**src/rtl/mips_muldiv_pkg.sv**
```systemverilog
// Shared types for the MIPS multiply/divide unit.
package mips_muldiv_pkg;
  localparam int OP_W = 3;

  typedef enum logic [OP_W-1:0] {
    OP_MULT  = 3'd0,
    OP_MULTU = 3'd1,
    OP_DIV   = 3'd2,
    OP_DIVU  = 3'd3,
    OP_MTHI  = 3'd4,
    OP_MTLO  = 3'd5
  } muldiv_op_t;

  typedef enum logic [1:0] {
    IDLE    = 2'd0,
    MUL_RUN = 2'd1,
    DIV_RUN = 2'd2
  } muldiv_state_t;
endpackage

```
**src/rtl/mips_muldiv_unit_div_step.sv**
```systemverilog
// One restoring-division iteration: shift in a dividend bit, trial-subtract.
module mips_div_step
  import mips_muldiv_pkg::*;
#(
  parameter int WIDTH = 32
) (
  input  logic [WIDTH-1:0] rem_in,
  input  logic             dvd_bit,
  input  logic [WIDTH-1:0] divisor,
  output logic [WIDTH-1:0] rem_out,
  output logic             q_bit
);
  logic [WIDTH:0] trial;

  always_comb begin
    trial   = {rem_in, dvd_bit};
    q_bit   = (trial >= {1'b0, divisor});
    // low bits of the difference are exact modulo 2^WIDTH
    rem_out = q_bit ? (trial[WIDTH-1:0] - divisor) : trial[WIDTH-1:0];
  end
endmodule

```
**src/rtl/mips_muldiv_unit.sv**
```systemverilog
// Iterative MIPS mul/div unit owning HI/LO.
// MIPS_MULDIV_FAST_MULT_EN selects a single-cycle combinational multiply.
module mips_muldiv_unit
  import mips_muldiv_pkg::*;
#(
  parameter int WIDTH = 32
) (
  input  logic             clk,
  input  logic             reset,
  input  logic             op_valid,
  input  logic [OP_W-1:0]  op_code,
  input  logic [WIDTH-1:0] src_a,
  input  logic [WIDTH-1:0] src_b,
  output logic             busy,
  output logic             done,
  output logic [WIDTH-1:0] hi,
  output logic [WIDTH-1:0] lo
);
  localparam int CNT_W = $clog2(WIDTH + 1);

  muldiv_state_t    state_q, state_d;
  logic [CNT_W-1:0] cnt_q, cnt_d;
  logic [WIDTH-1:0] acc_q, acc_d;
  logic [WIDTH-1:0] shf_q, shf_d;
  logic [WIDTH-1:0] opa_q, opa_d;
  logic [WIDTH-1:0] raw_q, raw_d;
  logic [WIDTH-1:0] hi_q, hi_d;
  logic [WIDTH-1:0] lo_q, lo_d;
  logic             neg_q, neg_d;
  logic             rneg_q, rneg_d;
  logic             dz_q, dz_d;
  logic             busy_q, busy_d;
  logic             done_q, done_d;

  muldiv_op_t       op;
  logic             sgn_op;
  logic [WIDTH-1:0] mag_a, mag_b;
  logic [WIDTH-1:0] addend;
  logic [WIDTH:0]   sum;
  logic [WIDTH-1:0] mul_acc, mul_shf;
  logic [2*WIDTH-1:0] prod, prod_s;
  logic [WIDTH-1:0] div_rem, div_shf;
  logic             div_q;
  logic [WIDTH-1:0] quo_s, rem_s;
  logic             last;
`ifdef MIPS_MULDIV_FAST_MULT_EN
  logic [2*WIDTH-1:0] fast_prod;
`endif

  mips_div_step #(.WIDTH(WIDTH)) u_div_step (
    .rem_in  (acc_q),
    .dvd_bit (shf_q[WIDTH-1]),
    .divisor (opa_q),
    .rem_out (div_rem),
    .q_bit   (div_q)
  );

  always_comb begin
    op     = muldiv_op_t'(op_code);
    sgn_op = (op == OP_MULT) || (op == OP_DIV);
    mag_a  = (sgn_op && src_a[WIDTH-1]) ? -src_a : src_a;
    mag_b  = (sgn_op && src_b[WIDTH-1]) ? -src_b : src_b;
`ifdef MIPS_MULDIV_FAST_MULT_EN
    if (op == OP_MULT)
      fast_prod = {{WIDTH{src_a[WIDTH-1]}}, src_a}
                * {{WIDTH{src_b[WIDTH-1]}}, src_b};
    else
      fast_prod = {{WIDTH{1'b0}}, src_a} * {{WIDTH{1'b0}}, src_b};
`endif
  end

  // shift-add: {acc,shf} is the running product, multiplier in shf
  always_comb begin
    addend  = shf_q[0] ? opa_q : '0;
    sum     = {1'b0, acc_q} + {1'b0, addend};
    mul_acc = sum[WIDTH:1];
    mul_shf = {sum[0], shf_q[WIDTH-1:1]};
    prod    = {mul_acc, mul_shf};
    prod_s  = neg_q ? -prod : prod;
    div_shf = {shf_q[WIDTH-2:0], div_q};
    quo_s   = neg_q ? -div_shf : div_shf;
    rem_s   = rneg_q ? -div_rem : div_rem;
    last    = (cnt_q == CNT_W'(1));
  end

  always_comb begin
    state_d = state_q;
    cnt_d   = cnt_q;
    acc_d   = acc_q;
    shf_d   = shf_q;
    opa_d   = opa_q;
    raw_d   = raw_q;
    hi_d    = hi_q;
    lo_d    = lo_q;
    neg_d   = neg_q;
    rneg_d  = rneg_q;
    dz_d    = dz_q;
    done_d  = 1'b0;
    unique case (state_q)
      IDLE: begin
        if (op_valid) begin
          case (op)
            OP_MULT, OP_MULTU: begin
`ifdef MIPS_MULDIV_FAST_MULT_EN
              {hi_d, lo_d} = fast_prod;
              done_d       = 1'b1;
`else
              state_d = MUL_RUN;
              cnt_d   = CNT_W'(WIDTH);
              acc_d   = '0;
              opa_d   = mag_a;
              shf_d   = mag_b;
              neg_d   = sgn_op && (src_a[WIDTH-1] ^ src_b[WIDTH-1]);
`endif
            end
            OP_DIV, OP_DIVU: begin
              state_d = DIV_RUN;
              cnt_d   = CNT_W'(WIDTH);
              acc_d   = '0;
              opa_d   = mag_b;
              shf_d   = mag_a;
              raw_d   = src_a;
              neg_d   = sgn_op && (src_a[WIDTH-1] ^ src_b[WIDTH-1]);
              rneg_d  = sgn_op && src_a[WIDTH-1];
              dz_d    = (src_b == '0);
            end
            OP_MTHI: hi_d = src_a;
            OP_MTLO: lo_d = src_a;
            default: ;
          endcase
        end
      end
      MUL_RUN: begin
        acc_d = mul_acc;
        shf_d = mul_shf;
        cnt_d = cnt_q - CNT_W'(1);
        if (last) begin
          {hi_d, lo_d} = prod_s;
          state_d      = IDLE;
          done_d       = 1'b1;
        end
      end
      DIV_RUN: begin
        acc_d = div_rem;
        shf_d = div_shf;
        cnt_d = cnt_q - CNT_W'(1);
        if (last) begin
          hi_d    = dz_q ? raw_q : rem_s;
          lo_d    = dz_q ? '1 : quo_s;
          state_d = IDLE;
          done_d  = 1'b1;
        end
      end
      default: state_d = IDLE;
    endcase
    busy_d = (state_d != IDLE);
  end

  always_ff @(posedge clk) begin
    if (reset) begin
      state_q <= IDLE;
      cnt_q   <= '0;
      acc_q   <= '0;
      shf_q   <= '0;
      opa_q   <= '0;
      raw_q   <= '0;
      hi_q    <= '0;
      lo_q    <= '0;
      neg_q   <= 1'b0;
      rneg_q  <= 1'b0;
      dz_q    <= 1'b0;
      busy_q  <= 1'b0;
      done_q  <= 1'b0;
    end else begin
      state_q <= state_d;
      cnt_q   <= cnt_d;
      acc_q   <= acc_d;
      shf_q   <= shf_d;
      opa_q   <= opa_d;
      raw_q   <= raw_d;
      hi_q    <= hi_d;
      lo_q    <= lo_d;
      neg_q   <= neg_d;
      rneg_q  <= rneg_d;
      dz_q    <= dz_d;
      busy_q  <= busy_d;
      done_q  <= done_d;
    end
  end

  assign busy = busy_q;
  assign done = done_q;
  assign hi   = hi_q;
  assign lo   = lo_q;
endmodule

```
**config.mk**
```make
export PLATFORM = sky130hd
export DESIGN_NAME = mips_muldiv_unit
export DESIGN_NICKNAME = d
export VERILOG_FILES = /design/src/rtl/mips_muldiv_pkg.sv /design/src/rtl/mips_muldiv_unit_div_step.sv /design/src/rtl/mips_muldiv_unit.sv
export SDC_FILE = /design/constraint.sdc
export NUM_CORES = 1
export LEC_CHECK = 0
export ABC_AREA = 1
export CAP_MARGIN = 20
export CORE_ASPECT_RATIO = 1.75
export CORE_MARGIN = 2
export CORE_UTILIZATION = 35
export DETAILED_ROUTE_END_ITERATION = 6
export GPL_TIMING_DRIVEN = 0
export PLACE_DENSITY = 0.57
export REMOVE_ABC_BUFFERS = 1
export SLEW_MARGIN = 40
export SYNTH_ARGS = -nofsm -noshare
export SYNTH_HDL_FRONTEND = slang
export SYNTH_HIERARCHICAL = 1
export SYNTH_SLANG_ARGS = --single-unit
```
**constraint.sdc**
```tcl
create_clock -name clk -period 6.6 [get_ports clk]
set_input_delay 1.65 -clock clk [delete_from_list [all_inputs] [get_ports clk]]
set_output_delay 1.65 -clock clk [all_outputs]
set_load 0.01 [all_outputs]
```
Word level (Yosys, flattened, before mapping)
Index checks and enable logic that the tools add are counted.
Word-level totals
  register bits: 205
  input port bits: 70
  output and inout port bits: 66
  word-level logic and storage cells: 97
Cells by class
  add/subtract/negate cells: 8
  magnitude comparators: 1
  equality and inequality tests: 15
  multiplexer cells: 34
  bitwise operators: 2
  reduce and logical (&&, ||, !) cells: 24
Operator list (number)
  $mux W32: 19
  $pmux W32 S3: 4
  $neg A32 Y32: 4
  $pmux W32 S2: 2
  $mux W64: 1
  $neg A64 Y64: 1
  $add A32 B32 Y33: 1
  $ge A33 B32 Y1: 1
  $logic_not A32 Y1: 1
  $sub A32 B32 Y32: 1
  $reduce_and A3 Y1: 6
  $mux W6: 2
  $pmux W6 S2: 1
  $reduce_and A5 Y1: 2
  $ne A2 B2 Y1 const B: 4
  $pmux W2 S2: 2
  $reduce_or A2 Y1: 4
  $eq A3 B2 Y1 const B: 2
  $eq A3 B3 Y1 const B: 2
  $eq A6 B1 Y1 const B: 1
  $reduce_bool A2 Y1: 3
  $sub A6 B1 Y6 const B: 1
  $mux W2: 2
  $ne A2 B1 Y1 const B: 2
  13 further kinds: 15

Longest topological paths before layout
  word-level depth: 7
  depth in mapped cells: 32

Cells and area by module
Netlist, hierarchy kept.
Modules (own cells, without submodules)
  mips_muldiv_unit: times used 1, cells each 3090, area each 17872.1 µm²
  mips_div_step: times used 1, cells each 647, area each 3160.5 µm²

Worst setup path before layout
No wires, ideal clock.
  kind: register to register
  start: reg opa_q[3]
  end: reg hi_q[24], in the netlist hi[24]
  arrival time: 3418 ps
  data required time: 6534 ps
  path slack: 3115 ps
  cell stages (with the launch flop): 30
  path buffers: 0
  clock period less this slack: 3485 ps
  cell sequence: dfxtp_1 -> inv_1 -> ha_1 -> nand2_2 -> inv_1 -> nand2_1 -> nand2_1 -> nand2_1 -> nand3_2 -> nand2_2 -> nand2_2 -> nand2_4 -> nand2_8 -> nand2_1 -> o21ai_0 -> inv_1 -> ha_1 -> nand3_1 -> nor2_1 -> nand2_1 -> nor2_1 -> nand3_1 -> o21ai_2 -> o21ai_0 -> xor2_1 -> nand2_1 -> o211ai_1 -> nand3_1 -> nand2_1 -> a21oi_2
Between the ends
  word-level cells in the longest chain between the ends: 7
  elaborated cells on any way between the ends: 13
  those cells by class: 4 x add/sub; 1 x order compare; 8 x mux
Ends and longest elaborated chain
  from (decl): line mips_muldiv_unit.sv:25  | logic [WIDTH-1:0] opa_q, opa_d;
  from (signal assigned): line mips_muldiv_unit.sv:179  | opa_q <= opa_d;
  $ge A33 B32 Y1: line mips_muldiv_unit_div_step.sv:17  | q_bit = (trial >= {1'b0, divisor});
  $mux W32: line mips_muldiv_unit_div_step.sv:19  | rem_out = q_bit ? (trial[WIDTH-1:0] - divisor) : trial[WIDTH-1:0];
  net div_rem[1]: line mips_muldiv_unit.sv:42  | logic [WIDTH-1:0] div_rem, div_shf;
  $neg A32 Y32: line mips_muldiv_unit.sv:82  | rem_s = rneg_q ? -div_rem : div_rem;
  $mux W32: line mips_muldiv_unit.sv:82
  $mux W32: line mips_muldiv_unit.sv:148  | hi_d = dz_q ? raw_q : rem_s;
  $mux W32: line mips_muldiv_unit.sv:147  | if (last) begin
  $pmux W32 S3: line mips_muldiv_unit.sv:99  | unique case (state_q)
  to (signal assigned): line mips_muldiv_unit.sv:181  | hi_q <= hi_d;
  to (decl): line mips_muldiv_unit.sv:27  | logic [WIDTH-1:0] hi_q, hi_d;
The timed path passes the listed nets, and every way through them passes these cells. The select of a mux whose other input is x is not followed.
A chain may end at the register's enable or synchronous reset.

Final worst setup path
  start: reg opa_q[29]
  end: reg hi_q[26], in the netlist hi[26]
Between the ends
  word-level cells in the longest chain between the ends: 7
Ends and longest elaborated chain
  $ge A33 B32 Y1: line mips_muldiv_unit_div_step.sv:17
  net div_q: line mips_muldiv_unit.sv:43  | logic div_q;
  $mux W32: line mips_muldiv_unit_div_step.sv:19
  net div_rem[1]: line mips_muldiv_unit.sv:42
  $neg A32 Y32: line mips_muldiv_unit.sv:82
  $mux W32: line mips_muldiv_unit.sv:82
  $mux W32: line mips_muldiv_unit.sv:148
  $mux W32: line mips_muldiv_unit.sv:147
  $pmux W32 S3: line mips_muldiv_unit.sv:99
The timed path passes the listed nets, and every way through them passes these cells. The select of a mux whose other input is x is not followed.

==> impl_metrics.py <==
metrics = {
    "outcome": {
        "status": "completed",
    },
    "timing": {
        "tightestPinTransition_ps": 891,
        "slew_headroom_pct": 40.1,
        "setup_viol": 0,
        "fin_skew_ps": 35.0,
        "grt_setup_unrepaired": "false",
        "min_period_ps": 5970,
        "whs_ps": 498,
        "final_hold_viol_count": 0,
        "fmax_mhz": 167,
        "fin_crit_sh_pct": 90.5,
        "slew_viol_final": 0,
        "fin_setup_tns_ps": 0,
    },
    "place": {
        "port_buffers": 135,
        "placed_area_um2": 23400,
        "dpl.hpwl_um": 78500,
        "place.gp.congestion": 0.998,
    },
    "floorplan": {
        "die_y_um": 328,
        "die_area_um2": 62100,
        "io-pin-count": 136,
        "rows": 118,
        "core_region_area_um2": 59400,
        "start_util_pct": 35.4,
        "die_w_um": 189,
    },
    "routing": {
        "wl_per_cell_um": 21.2,
        "via_count": 24900,
        "drt_drc_violations_left": 0,
        "final_antenna_net_count": 0,
        "drt_iter0_markers": 2056,
        "drtPass1Iterations": 6,
        "vias_per_cell": 5.46,
        "wirelength_um": 96700,
    },
    "synthesis": {
        "yosys.area_share.xor_xnor_pct": 3.66,
        "dominantRegCellSynth": "dfxtp_1",
        "synth-edff-count": 0,
        "synth-simple-area-share_pct": 39.3,
        "synthMuxAreaShare_pct": 0,
        "ys_types": 56,
        "synth_warnings": 6,
        "async_flop_share_pct": 0,
        "yosysMostFrequentCell": "nand2_1",
        "netlist_area_um2": 21000,
        "synthAdderAreaFrac_pct": 4.65,
        "synth_top_area_cell": "dfxtp_1",
        "ys_seq_area_share_pct": 19.5,
        "synth_common_cells": "nand2_1 (1,090), inv_1 (543), nor2_1 (343)",
        "ys_ff_latch": 205,
        "syn_avg_cell_area_um2": 5.63,
        "syn_inst": 3737,
        "synth_top_family_by_area": "simple AND/OR/NAND/NOR gates",
        "yosysTopAreaCellShare_pct": 19.5,
        "synth_compound_area_share_pct": 19.7,
        "synth_area_leaders": "dfxtp_1 (20%), nand2_1 (19%), inv_1 (9.7%)",
    },
    "worst_hold_path": {
        "hold_path_class": "reg2reg",
        "holdPathStages": 2,
    },
    "clocking": {
        "h-tree-depth": 1,
        "cts-root-buf": "clkbuf_16",
        "clk_pin_slew_ps": 70,
        "clk_latency_ps": 570,
        "cts-hold-fix-buffers": 0,
        "ctsResizeCount": 0,
        "cts_sinks": 205,
        "post_cts_buffers": 0,
        "cts_tree": "built",
        "cts_buffer_depth": 3,
        "cts_buffers": 22,
    },
    "setup_path": {
        "path_delay_family": "simple AND/OR/NAND/NOR gates",
        "path_buf_inv": 4,
        "cp_max_fo": 37,
        "worstSetupStartpointType": "register",
        "crit_cells": 28,
        "reg2reg_depth": 28,
        "crit_path_top_delay_cell": "dfxtp_1",
        "crit_arrival_ps": 6400,
        "path_class": "reg2reg",
        "cpMostUsedCell": "nand2_1",
        "reg2reg_slack_ps": 630,
        "cp-end-kind": "register",
        "worstPathRequired_ps": 7020,
        "slowest_delay_ps": 450,
    },
    "pwr": {
        "vdd_drop_max_v": 0.000178,
        "p_leak_nw": 11.3,
        "powerDensity_nw_per_um2": 184,
    },
    "global_routing": {
        "grt_usage_pct": 30.4,
        "first_global_vias": 24100,
        "grt_max_degree": 63,
        "grt_overflow_total": 0,
        "grt_antenna_before_repair": 0,
        "grt_pass1_wl_um": 143000,
    },
    "flow_run": {
        "cap_violations": 0,
    },
    "final_layout": {
        "antennaDiodeCount": 0,
        "nets": 3907,
        "finalInstanceArea_um2": 24100,
        "area.growth.synth_to_final_pct": 14.5,
        "layout-drive-gt1-share_pct": 5.17,
    },
}
-- worst min-delay path: cells and delay by family, from the launching register on --
family / cells / cell delay [ps]
compound gates: 2 / 140
flops: 1 / 310
-- metrics by stage --
stage	utilization (%)	setup slack (ps)	power, mW	cells
floorplan	-	810	2.38	3573
global placement	38.2	-3160	3.04	4488
detailed placement	39.4	791	3.09	4516
CTS	40.6	755	4.42	4554
global route	40.6	287	4.63	4554
finish	40.6	626	4.43	4554
-- area by class of cell --
class / instances / area, um^2
clock buffer: 25 / 562
clock inverter: 13 / 161
fill: 6719 / 35300
inverter: 554 / 2110
multi-input combinational: 2814 / 14300
sequential: 205 / 4110
tap: 780 / 976
timing repair buffer: 163 / 1900
-- state kept, by name, summed over array words and instances, names as in the netlist, 2 cells and up --
register  flops
acc_q        32
lo           32
opa_q        32
raw_q        32
cnt_q         6
shf_q        32
hi           32
state_q       2
-- where the power goes --
part           switching, mW  internal, mW  leakage (nW)
clock network          0.599         0.735         0.353
registers              0.100          1.33          1.68
logic                   1.14         0.525          9.24
-- per-layer routing --
metal  track usage (%)  part of all wire (%)  vias to the layer above
met2              55.6                    50                      952
li1                  -                     -                    12200
met3              2.38                   4.7                      372
met1              31.2                    35                    11400
met5                 0                     0                        -
met4              26.1                    10                        0
-- cells by family after synthesis --
kind of cell / Yosys count
and+or+nand+nor: 1928
buffers and inverters: 718
DFF: 205
adders and majority gates: 77
AOI/OAI and AO/OA: 722
xor gates and xnor gates: 87
-- layout by cell type, fill, tap and decap left out, drive strengths merged, types with 2 or more instances in the layout --
cell / count
a21o: 3
a21oi: 241
clkdlybuf4s50: 134
nor3: 52
buf: 29
o21ai: 249
nand2: 1116
o21a: 2
a32o: 3
xnor2: 14
nor2: 364
or2: 15
o31ai: 5
a211oi: 2
nand3b: 16
nand3: 291
xor2: 73
and2: 14
dfxtp: 205
clkinv: 9
o311ai: 2
bufinv: 3
o2111ai: 4
clkinvlp: 2
o211ai: 69
nand4: 50
o21bai: 7
o221ai: 7
fa: 2
clkbuf: 25
o22ai: 56
a31oi: 36
ha: 75
inv: 553
a22oi: 34
nor4: 8
-- worst paths after layout --
kind / from / end
max: opa_q[29]$_SDFFE_PP0P_ / hi[26]$_SDFFE_PP0P_
min: cnt_q[5]$_SDFFE_PP0P_ / cnt_q[5]$_SDFFE_PP0P_
max reg2reg: opa_q[29]$_SDFFE_PP0P_ / hi[26]$_SDFFE_PP0P_
min reg2reg: cnt_q[5]$_SDFFE_PP0P_ / cnt_q[5]$_SDFFE_PP0P_
No activity file was read; power rests on OpenSTA's default activity.
